[config.mk]
export PLATFORM = sky130hd
export DESIGN_NAME = operand_issue_flat
export DESIGN_NICKNAME = d
export VERILOG_FILES = /design/src/rtl/operand_issue_pkg.sv /design/src/rtl/operand_issue_if.sv /design/src/rtl/operand_issue_reg_scoreboard.sv /design/src/rtl/operand_issue.sv /design/src/flat_wrapper.sv
export SDC_FILE = /design/constraint.sdc
export NUM_CORES = 1
export LEC_CHECK = 0
export BUFFER_PORTS_ARGS = -buffer_cell sky130_fd_sc_hd__buf_2
export CAP_MARGIN = 20
export CORE_ASPECT_RATIO = 1.5
export CORE_MARGIN = 2
export CORE_UTILIZATION = 43
export CTS_BUF_LIST = sky130_fd_sc_hd__clkbuf_4 sky130_fd_sc_hd__clkbuf_8
export DETAILED_ROUTE_END_ITERATION = 8
export HOLD_SLACK_MARGIN = 0.12
export PLACE_DENSITY = 0.71
export SYNTH_ARGS = -nofsm -noshare
export SYNTH_HDL_FRONTEND = slang
export SYNTH_SLANG_ARGS = --single-unit
[constraint.sdc]
create_clock -name clk -period 9.23 [get_ports clk]
set_input_delay 1.846 -clock clk [delete_from_list [all_inputs] [get_ports clk]]
set_output_delay 1.846 -clock clk [all_outputs]
set_load 0.01 [all_outputs]
[src/rtl/operand_issue_pkg.sv]
// Shared types and constants for the operand-fetch / issue stage.
package operand_issue_pkg;

  localparam int unsigned DW   = 32;
  localparam int unsigned AW   = 5;
  localparam int unsigned NREG = 1 << AW;

  typedef logic [DW-1:0] data_t;
  typedef logic [AW-1:0] addr_t;

  localparam addr_t REG_ZERO = '0;

  typedef struct packed {
    data_t a;
    data_t b;
    addr_t rd;
    logic  wr;
  } issue_t;

  // r0 reads as zero; a same-cycle writeback to the source wins over the register file
  function automatic data_t read_operand(addr_t r, data_t rf, logic wb_valid,
                                         addr_t wb_addr, data_t wb_data);
    if (r == REG_ZERO) return '0;
    if (wb_valid && (wb_addr == r)) return wb_data;
    return rf;
  endfunction

endpackage

[src/rtl/operand_issue_if.sv]
// Decode-in, execute-out, register-file and writeback signals of the issue stage.
interface operand_issue_if;
  import operand_issue_pkg::*;

  logic  in_valid;
  logic  in_ready;
  addr_t in_rs;
  addr_t in_rt;
  addr_t in_rd;
  logic  in_use_rs;
  logic  in_use_rt;
  logic  in_wr;

  logic  out_valid;
  logic  out_ready;
  data_t out_a;
  data_t out_b;
  addr_t out_rd;
  logic  out_wr;

  addr_t rf_addr_a;
  addr_t rf_addr_b;
  data_t rf_data_a;
  data_t rf_data_b;
  logic  rf_we;
  addr_t rf_waddr;
  data_t rf_wdata;

  logic  wb_valid;
  addr_t wb_addr;
  data_t wb_data;

  modport master (
    input  in_valid, in_rs, in_rt, in_rd, in_use_rs, in_use_rt, in_wr,
    output in_ready,
    output out_valid, out_a, out_b, out_rd, out_wr,
    input  out_ready,
    output rf_addr_a, rf_addr_b, rf_we, rf_waddr, rf_wdata,
    input  rf_data_a, rf_data_b,
    input  wb_valid, wb_addr, wb_data
  );

  modport slave (
    output in_valid, in_rs, in_rt, in_rd, in_use_rs, in_use_rt, in_wr,
    input  in_ready,
    input  out_valid, out_a, out_b, out_rd, out_wr,
    output out_ready,
    input  rf_addr_a, rf_addr_b, rf_we, rf_waddr, rf_wdata,
    output rf_data_a, rf_data_b,
    output wb_valid, wb_addr, wb_data
  );

endinterface

[src/rtl/operand_issue_reg_scoreboard.sv]
// Busy-bit scoreboard of pending destination writes; set beats clear, lookups see same-cycle clears.
module operand_issue_reg_scoreboard
  import operand_issue_pkg::*;
(
  input  logic  clk,
  input  logic  rst,
  input  logic  set_en,
  input  addr_t set_addr,
  input  logic  clr_en,
  input  addr_t clr_addr,
  input  addr_t look_a,
  input  addr_t look_b,
  input  addr_t look_c,
  output logic  pend_a_c,
  output logic  pend_b_c,
  output logic  pend_c_c
);

  logic [NREG-1:0] busy;
  logic [NREG-1:0] busy_nx;

  always_comb begin
    busy_nx = busy;
    if (clr_en) busy_nx[clr_addr] = 1'b0;
    if (set_en) busy_nx[set_addr] = 1'b1;
    busy_nx[REG_ZERO] = 1'b0;
  end

  always_ff @(posedge clk or posedge rst) begin
    if (rst) busy <= '0;
    else     busy <= busy_nx;
  end

  // A register being written back this cycle is no longer pending for readers
  assign pend_a_c = busy[look_a] && !(clr_en && (clr_addr == look_a));
  assign pend_b_c = busy[look_b] && !(clr_en && (clr_addr == look_b));
  assign pend_c_c = busy[look_c] && !(clr_en && (clr_addr == look_c));

endmodule

[src/rtl/operand_issue.sv]
// Operand fetch and issue: hazard stall, writeback bypass, issue register and stall counter.
module operand_issue
  import operand_issue_pkg::*;
#(
  parameter int unsigned CW = 16
) (
  input  logic           clk,
  input  logic           rst,
  operand_issue_if.master bus,
  output logic [CW-1:0]  stall_cnt
);

  localparam logic [CW-1:0] STALL_MAX = '1;

  logic   wb_clr_c;
  logic   set_c;
  logic   pend_rs_c;
  logic   pend_rt_c;
  logic   pend_rd_c;
  logic   hazard_c;
  logic   ready_c;
  logic   accept_c;
  logic   out_valid_q;
  issue_t bundle_q;
  issue_t bundle_d;

  assign wb_clr_c = bus.wb_valid && (bus.wb_addr != REG_ZERO);
  assign set_c    = accept_c && bus.in_wr && (bus.in_rd != REG_ZERO);

  operand_issue_reg_scoreboard u_sb (
    .clk      (clk),
    .rst      (rst),
    .set_en   (set_c),
    .set_addr (bus.in_rd),
    .clr_en   (wb_clr_c),
    .clr_addr (bus.wb_addr),
    .look_a   (bus.in_rs),
    .look_b   (bus.in_rt),
    .look_c   (bus.in_rd),
    .pend_a_c (pend_rs_c),
    .pend_b_c (pend_rt_c),
    .pend_c_c (pend_rd_c)
  );

  // RAW on either used source, WAW on the destination
  assign hazard_c = bus.in_valid && ((bus.in_use_rs && pend_rs_c) ||
                                     (bus.in_use_rt && pend_rt_c) ||
                                     (bus.in_wr     && pend_rd_c));
  assign ready_c  = (!out_valid_q || bus.out_ready) && !hazard_c;
  assign accept_c = bus.in_valid && ready_c;
  assign bus.in_ready = ready_c;

  assign bus.rf_addr_a = bus.in_rs;
  assign bus.rf_addr_b = bus.in_rt;
  assign bus.rf_we     = wb_clr_c;
  assign bus.rf_waddr  = bus.wb_addr;
  assign bus.rf_wdata  = bus.wb_data;

  always_comb begin
    bundle_d.a  = read_operand(bus.in_rs, bus.rf_data_a, bus.wb_valid, bus.wb_addr, bus.wb_data);
    bundle_d.b  = read_operand(bus.in_rt, bus.rf_data_b, bus.wb_valid, bus.wb_addr, bus.wb_data);
    bundle_d.rd = bus.in_rd;
    bundle_d.wr = bus.in_wr && (bus.in_rd != REG_ZERO);
  end

  // Bundle fields only change on accept, so they stay stable under back-pressure
  always_ff @(posedge clk or posedge rst) begin
    if (rst) begin
      out_valid_q <= 1'b0;
      bundle_q    <= '0;
    end else if (accept_c) begin
      out_valid_q <= 1'b1;
      bundle_q    <= bundle_d;
    end else if (bus.out_ready) begin
      out_valid_q <= 1'b0;
    end
  end

  always_ff @(posedge clk or posedge rst) begin
    if (rst) stall_cnt <= '0;
    else if (hazard_c && (stall_cnt != STALL_MAX)) stall_cnt <= stall_cnt + CW'(1);
  end

  assign bus.out_valid = out_valid_q;
  assign bus.out_a     = bundle_q.a;
  assign bus.out_b     = bundle_q.b;
  assign bus.out_rd    = bundle_q.rd;
  assign bus.out_wr    = bundle_q.wr;

endmodule

[src/flat_wrapper.sv]
// flat-port wrapper written by rule: the top's interface ports become plain ports
module operand_issue_flat import operand_issue_pkg::*;
#(
  parameter int unsigned CW = 16
)
  (clk, rst, stall_cnt, bus_in_valid, bus_in_rs, bus_in_rt, bus_in_rd, bus_in_use_rs, bus_in_use_rt, bus_in_wr, bus_in_ready, bus_out_valid, bus_out_a, bus_out_b, bus_out_rd, bus_out_wr, bus_out_ready, bus_rf_addr_a, bus_rf_addr_b, bus_rf_we, bus_rf_waddr, bus_rf_wdata, bus_rf_data_a, bus_rf_data_b, bus_wb_valid, bus_wb_addr, bus_wb_data);
  operand_issue_if bus_i ();
  input  logic clk;
  input  logic rst;
  output logic [CW-1:0] stall_cnt;
  input wire logic [$bits(bus_i.in_valid)-1:0] bus_in_valid;
  input wire logic [$bits(bus_i.in_rs)-1:0] bus_in_rs;
  input wire logic [$bits(bus_i.in_rt)-1:0] bus_in_rt;
  input wire logic [$bits(bus_i.in_rd)-1:0] bus_in_rd;
  input wire logic [$bits(bus_i.in_use_rs)-1:0] bus_in_use_rs;
  input wire logic [$bits(bus_i.in_use_rt)-1:0] bus_in_use_rt;
  input wire logic [$bits(bus_i.in_wr)-1:0] bus_in_wr;
  output wire logic [$bits(bus_i.in_ready)-1:0] bus_in_ready;
  output wire logic [$bits(bus_i.out_valid)-1:0] bus_out_valid;
  output wire logic [$bits(bus_i.out_a)-1:0] bus_out_a;
  output wire logic [$bits(bus_i.out_b)-1:0] bus_out_b;
  output wire logic [$bits(bus_i.out_rd)-1:0] bus_out_rd;
  output wire logic [$bits(bus_i.out_wr)-1:0] bus_out_wr;
  input wire logic [$bits(bus_i.out_ready)-1:0] bus_out_ready;
  output wire logic [$bits(bus_i.rf_addr_a)-1:0] bus_rf_addr_a;
  output wire logic [$bits(bus_i.rf_addr_b)-1:0] bus_rf_addr_b;
  output wire logic [$bits(bus_i.rf_we)-1:0] bus_rf_we;
  output wire logic [$bits(bus_i.rf_waddr)-1:0] bus_rf_waddr;
  output wire logic [$bits(bus_i.rf_wdata)-1:0] bus_rf_wdata;
  input wire logic [$bits(bus_i.rf_data_a)-1:0] bus_rf_data_a;
  input wire logic [$bits(bus_i.rf_data_b)-1:0] bus_rf_data_b;
  input wire logic [$bits(bus_i.wb_valid)-1:0] bus_wb_valid;
  input wire logic [$bits(bus_i.wb_addr)-1:0] bus_wb_addr;
  input wire logic [$bits(bus_i.wb_data)-1:0] bus_wb_data;
  assign bus_i.in_valid = bus_in_valid;
  assign bus_i.in_rs = bus_in_rs;
  assign bus_i.in_rt = bus_in_rt;
  assign bus_i.in_rd = bus_in_rd;
  assign bus_i.in_use_rs = bus_in_use_rs;
  assign bus_i.in_use_rt = bus_in_use_rt;
  assign bus_i.in_wr = bus_in_wr;
  assign bus_in_ready = bus_i.in_ready;
  assign bus_out_valid = bus_i.out_valid;
  assign bus_out_a = bus_i.out_a;
  assign bus_out_b = bus_i.out_b;
  assign bus_out_rd = bus_i.out_rd;
  assign bus_out_wr = bus_i.out_wr;
  assign bus_i.out_ready = bus_out_ready;
  assign bus_rf_addr_a = bus_i.rf_addr_a;
  assign bus_rf_addr_b = bus_i.rf_addr_b;
  assign bus_rf_we = bus_i.rf_we;
  assign bus_rf_waddr = bus_i.rf_waddr;
  assign bus_rf_wdata = bus_i.rf_wdata;
  assign bus_i.rf_data_a = bus_rf_data_a;
  assign bus_i.rf_data_b = bus_rf_data_b;
  assign bus_i.wb_valid = bus_wb_valid;
  assign bus_i.wb_addr = bus_wb_addr;
  assign bus_i.wb_data = bus_wb_data;
  operand_issue #(.CW(CW)) u_core (.clk(clk), .rst(rst), .bus(bus_i), .stall_cnt(stall_cnt));
endmodule
==> impl_metrics.py, run 1 <==
metrics = {
    "floorplan": {
        "die_x_um": 110,
        "rows": 57,
        "core-area_um2": 16300,
        "dieArea_um2": 17800,
        "ios": 260,
        "die_y_um": 162,
        "start_util": 0.442,
    },
    "final_layout": {
        "finalInstanceArea_um2": 8650,
        "register_area_um2": 2950,
        "syn_to_final_growth_pct": 20.5,
        "layout.cells.most_common_list": "buf_2 (259), dfrtp_1 (118), mux2i_1 (100)",
        "fillers": 1542,
        "multi_input_area_um2": 3570,
        "fin_nets": 1001,
        "drive_gt1_frac": 0.393,
        "layout.cells.non_filler": 1095,
        "layout.cells.most_common": "buf_2",
        "antenna_cells": 0,
    },
    "sta": {
        "setup_violations": 0,
        "fmax_mhz": 171,
        "tightestPinTransition_ps": 1040,
        "skew_ps": 21.3,
        "hold_viol": 0,
        "fin_crit_sh": 0.634,
        "fin_ws_ps": 3380,
        "rsz0062_at_grt": "false",
        "finalMaxSlewViolations": 0,
        "final.setup.tns_ps": 0,
        "period_minus_slack_ps": 5850,
        "relSlewSlack": 0.308,
    },
    "critical_path": {
        "critPathLaunchType": "primary input",
        "r2r-start": "u_core.u_sb.busy[27]",
        "cp.required_ps": 7380,
        "critPathMaxFanout": 17,
        "startpoint": "bus_in_rt[1]",
        "worst-setup-path-type": "primary input to primary output",
        "endpoint_kind": "primary output",
        "cp.arrival_ps": 4000,
    },
    "clock_tree": {
        "hold_buffers": 0,
        "clkTransAtPathRegs_ps": 80,
        "cts_made_buffers": 17,
        "clkLatencyLatePin_ps": 430,
        "cts_root_buffer": "clkbuf_8",
        "cts_tree": "built",
        "clock-sinks": 118,
        "cts_post_setup_buffers_inserted": 0,
        "post_cts_resized": 0,
        "htree_levels": 4,
        "clock_path_buffers": 2,
    },
    "drt": {
        "drc": 0,
        "dr.first_iter.drc_count": 276,
        "totalWireLength_um": 21600,
        "ant_nets": 0,
        "vias": 6092,
        "dr.pass1.iters": 4,
        "wl_per_cell_um": 19.8,
        "routed_via_density": 5.56,
    },
    "yosys": {
        "dominantRegCellSynth": "dfrtp_1",
        "syn_nets": 818,
        "yosysWarnings": 0,
        "synth_seq_area_share": 0.411,
        "synthArstFlopShare": 1.00,
        "ys_ff_latch": 118,
        "syn_area_um2": 7180,
        "synth_edf_count": 0,
        "synthCells": 693,
        "avgSynthCellArea_um2": 10.4,
        "synth_cell_type_count": 60,
    },
    "power": {
        "p_leak_uw": 0.00429,
        "irDropWorstVdd_uv": 104,
        "p_per_area_nw_per_um2": 204,
    },
    "worst_hold_path": {
        "hold_class": "flop to flop",
        "hold_start": "u_core.bus.out_b[12]",
    },
    "global_routing": {
        "grt_pass1_vias": 6067,
        "track_usage": 0.247,
        "antenna_found_initial": 0,
        "grt_use_met2": 0.422,
        "grt_start_max_net_pins": 125,
        "busiest_layer": "met2",
        "use_met1": 0.304,
        "grt_pass1_wl_um": 33400,
        "grt_remaining_overflow": 0,
        "met3_usage": 0.0470,
    },
    "place": {
        "portBuffers": 259,
        "place.gp.congestion": 0.958,
        "dpl.cell_count": 1062,
        "dp_hpwl_um": 16300,
        "placed_area_um2": 8150,
        "preCtsSetupSlack_ps": 3350,
    },
    "status": {
        "status": "finished, final reports clean",
    },
    "flow_run": {
        "max_cap_violations": 0,
    },
}
[stage by stage]
stage                     utilization  power (uW)  hold slack (ps)
final                           0.532        1760              473
after global routing            0.532        1860              495
after CTS                       0.530        1770              481
after detailed placement        0.501        1200              463
after global placement          0.500        1190              455
after floorplan                     -        1000              506
[worst paths after layout]
check | to | cells after the start | slack (ps)
worst min register to register | u_core.bus.out_b[12] | 2 | 470
worst min-delay path | u_core.bus.out_b[12] | 2 | 470
worst max-delay path | bus_in_ready | 8 | 3380
min in group asynchronous | u_core.bus.out_b[8] | 2 | 1570
worst max register to register | u_core.bus.out_b[9] | 8 | 6080
max in group asynchronous | u_core.u_sb.busy[8] | 3 | 6440
[critical path, stage by stage]
cell     delay, ps
buf_2          380
mux2i_1        130
mux4_2         490
a22oi_1        290
nand2_1        110
o221a_4        390
and2_2         230
buf_2          130
[area by class of cell]
class,instances,share of cell area
Timing Repair Buffer,265,0.158
Multi-Input combinational cell,466,0.412
Sequential cell,118,0.341
Clock inverter,13,0.0256
Clock buffer,19,0.0295
Inverter,8,0.00376
Tap cell,206,0.0298
[report_power, final]
part | internal (uW) | switching, uW
combinational | 204 | 271
clock | 337 | 228
sequential | 631 | 89.5
total | 1170 | 588
[Yosys cell counts, types with 5 or more instances]
master | instances | area share
dfrtp_1 | 118 | 0.41
mux4_2 | 6 | 0.019
o21ai_0 | 50 | 0.035
or3b_2 | 5 | 0.0061
o31ai_1 | 73 | 0.076
mux2_2 | 9 | 0.014
nand3b_1 | 8 | 0.0084
inv_1 | 8 | 0.0042
nand2_1 | 81 | 0.042
nor3_2 | 6 | 0.0084
clkbuf_1 | 21 | 0.011
and3_1 | 5 | 0.0044
nand3_1 | 13 | 0.0091
buf_4 | 54 | 0.056
nor4_1 | 5 | 0.0044
mux2i_1 | 100 | 0.14
xor2_1 | 27 | 0.033
buf_2 | 17 | 0.012
nor2b_1 | 5 | 0.0044
o21ai_2 | 8 | 0.0098
nor2_1 | 8 | 0.0042
nand4_1 | 5 | 0.0044
[registers in the layout (all words and copies together), names as in the netlist]
register,cells
u_core.bus.out_a,32
u_core.bus.out_b,32
u_core.u_sb.busy,31
u_core.stall_cnt,16
u_core.bus.out_rd,5
u_core.bus.out_valid,1
u_core.bus.out_wr,1
[per-layer routing]
| metal | part of all wire | routed length [um] |
|---|---|---|
| met2 | 0.52 | 11200 |
| met5 | 0 | 0 |
| met3 | 0.059 | 1270 |
| met1 | 0.39 | 8500 |
| met4 | 0.030 | 648 |
[cell families after synthesis]
kind of cell | count (synthesis) | synth area share
and+or+nand+nor | 167 | 0.126
xor gates and xnor gates | 30 | 0.0366
AOI/OAI and AO/OA | 150 | 0.146
muxes | 118 | 0.182
buffers and inverters | 109 | 0.0969
DFF | 118 | 0.411
adders and majority gates | 1 | 0.00174
Power figures use the tool's default switching activity.
==> run 2: changes to the inputs <==
--- a/config.mk
+++ b/config.mk
@@ -13,7 +13,7 @@
 export CTS_BUF_LIST = sky130_fd_sc_hd__clkbuf_4 sky130_fd_sc_hd__clkbuf_8
 export DETAILED_ROUTE_END_ITERATION = 8
 export HOLD_SLACK_MARGIN = 0.12
-export PLACE_DENSITY = 0.71
+export PLACE_DENSITY = 0.74
 export SYNTH_ARGS = -nofsm -noshare
 export SYNTH_HDL_FRONTEND = slang
 export SYNTH_SLANG_ARGS = --single-unit
==> constraint.sdc (replaced) <==
create_clock -name clk -period 4.9 [get_ports clk]
set_input_delay 0.98 -clock clk [delete_from_list [all_inputs] [get_ports clk]]
set_output_delay 0.98 -clock clk [all_outputs]
set_load 0.01 [all_outputs]
==> impl_metrics.py, run 2 (synthesized netlist as in run 1, its figures left out) <==
metrics = {
    "status": {
        "status": "finished, final reports clean",
    },
    "sta": {
        "relSlewSlack": 0.484,
        "hold_viol": 0,
        "period_minus_slack_ps": 4170,
        "fin_crit_sh": 0.851,
        "setup_violations": 0,
        "finalMaxSlewViolations": 0,
        "tightestPinTransition_ps": 774,
        "final.setup.tns_ps": 0,
        "holdWs_ps": 470,
        "rsz0062_at_grt": "false",
        "skew_ps": 18.0,
        "fin_ws_ps": 732,
        "fmax_mhz": 240,
    },
    "final_layout": {
        "layout.cells.most_common": "buf_2",
        "drive_gt1_frac": 0.393,
        "layout.cells.non_filler": 1096,
        "antenna_cells": 0,
        "layout.cells.most_common_list": "buf_2 (259), dfrtp_1 (118), mux2i_1 (100)",
        "fin_nets": 1002,
        "syn_to_final_growth_pct": 19.3,
    },
    "critical_path": {
        "critPathLaunchType": "primary input",
        "cp.required_ps": 3920,
        "crit_slowest_cell": "mux4_2",
        "critPathMaxFanout": 17,
        "worst-setup-path-type": "primary input to primary output",
        "crit_path_frequent_cell": "buf_2",
        "endpoint_kind": "primary output",
        "r2r-start": "u_core.u_sb.busy[9]",
        "cp.arrival_ps": 3190,
        "rrSetupSlack_ps": 1920,
        "startpoint": "bus_in_rt[1]",
        "max_stage_delay_ps": 460,
        "crit_path_cell_trace": "buf_2 > mux2i_1 > mux4_2 > a22oi_1 > nand2_1 > o221a_4 > and2_2 > buf_2",
    },
    "drt": {
        "routed_via_density": 5.61,
        "ant_nets": 0,
        "vias": 6149,
        "dr.first_iter.drc_count": 351,
        "drc": 0,
        "wl_per_cell_um": 19.6,
        "dr.pass1.iters": 8,
        "totalWireLength_um": 21500,
    },
    "floorplan": {
        "ios": 260,
        "dieArea_um2": 17800,
        "start_util": 0.442,
        "die_y_um": 162,
        "die_x_um": 110,
        "rows": 57,
        "core-area_um2": 16300,
    },
    "place": {
        "preCtsSetupSlack_ps": 737,
        "portBuffers": 259,
        "dpl.cell_count": 1064,
        "place.gp.congestion": 0.955,
        "dp_hpwl_um": 15900,
    },
    "worst_hold_path": {
        "hold_start": "u_core.bus.out_b[7]",
        "hold_class": "flop to flop",
    },
    "power": {
        "p_per_area_nw_per_um2": 363,
        "p_leak_uw": 0.00425,
        "irDropWorstVdd_uv": 202,
    },
    "clock_tree": {
        "htree_levels": 4,
        "post_cts_resized": 0,
        "clkLatencyLatePin_ps": 420,
        "cts_made_buffers": 17,
        "clock_path_buffers": 2,
        "clock-sinks": 118,
        "cts_post_setup_buffers_inserted": 0,
        "cts_tree": "built",
        "clkTransAtPathRegs_ps": 60,
        "cts_root_buffer": "clkbuf_8",
        "hold_buffers": 0,
    },
    "global_routing": {
        "grt_start_max_net_pins": 144,
        "grt_pass1_wl_um": 33500,
        "met3_usage": 0.0506,
        "antenna_found_initial": 0,
        "track_usage": 0.248,
        "grt_use_met2": 0.414,
        "use_met1": 0.303,
        "grt_remaining_overflow": 0,
        "busiest_layer": "met2",
        "grt_pass1_vias": 6136,
    },
    "flow_run": {
        "max_cap_violations": 0,
    },
}
run 2: cell types whose count changed in the layout (fill, tap and decap cells not counted), sizes merged:
cell	previous run	this run
buf	265	266
bufinv	5	1
clkbuf	19	22
clkinvlp	1	3
inv	10	9
run 2: through the flow:
stage	utilization	area, um^2	power [uW]
5_1_grt	0.527	8570	3300
2_1_floorplan	-	7180	1890
3_5_place_dp	0.503	8180	2270
4_1_cts	0.527	8570	3140
6_report	0.527	8570	3110
3_3_place_gp	0.503	8180	2250
run 2: layout make-up:
class                   count  area [um^2]
flip-flops and latches    118         2950
clock inverters            10         97.6
fillers                  1535         7690
clock buffers              22          290
inverters                   8         32.5
well taps                 206          258
repair buffers            266         1370
multi-input cells         466         3560
run 2: path summary, 6_finish.rpt:
| check | to | depth (start not counted) |
|---|---|---|
| max | bus_in_ready | 8 |
| min | u_core.bus.out_b[7] | 2 |
| max reg2reg | u_core.bus.out_rd[0] | 7 |
| min reg2reg | u_core.bus.out_b[7] | 2 |
| max in group asynchronous | u_core.bus.out_rd[0] | 3 |
| min in group asynchronous | u_core.stall_cnt[15] | 2 |
run 2: metal layers:
layer | share of wire | up-vias | routed length [um]
met4 | 0.034 | 0 | 737
met5 | 0 | - | 0
met3 | 0.069 | 46 | 1490
met1 | 0.38 | 2980 | 8180
met2 | 0.51 | 283 | 11000
li1 | - | 2840 | -
run 2: report_power, final:
| group | switching, uW | internal [uW] | total, uW |
|---|---|---|---|
| logic | 510 | 384 | 893 |
| registers | 165 | 1190 | 1350 |
| clock network | 407 | 455 | 862 |
| total | 1080 | 2030 | 3110 |
run 2: critical path: cells and delay by family:
family                 cells  cell delay, ps
multiplexers               2             600
buffers and inverters      2             510
AND/OR/NAND/NOR            2             350
AO/OA/AOI/OAI              2             740
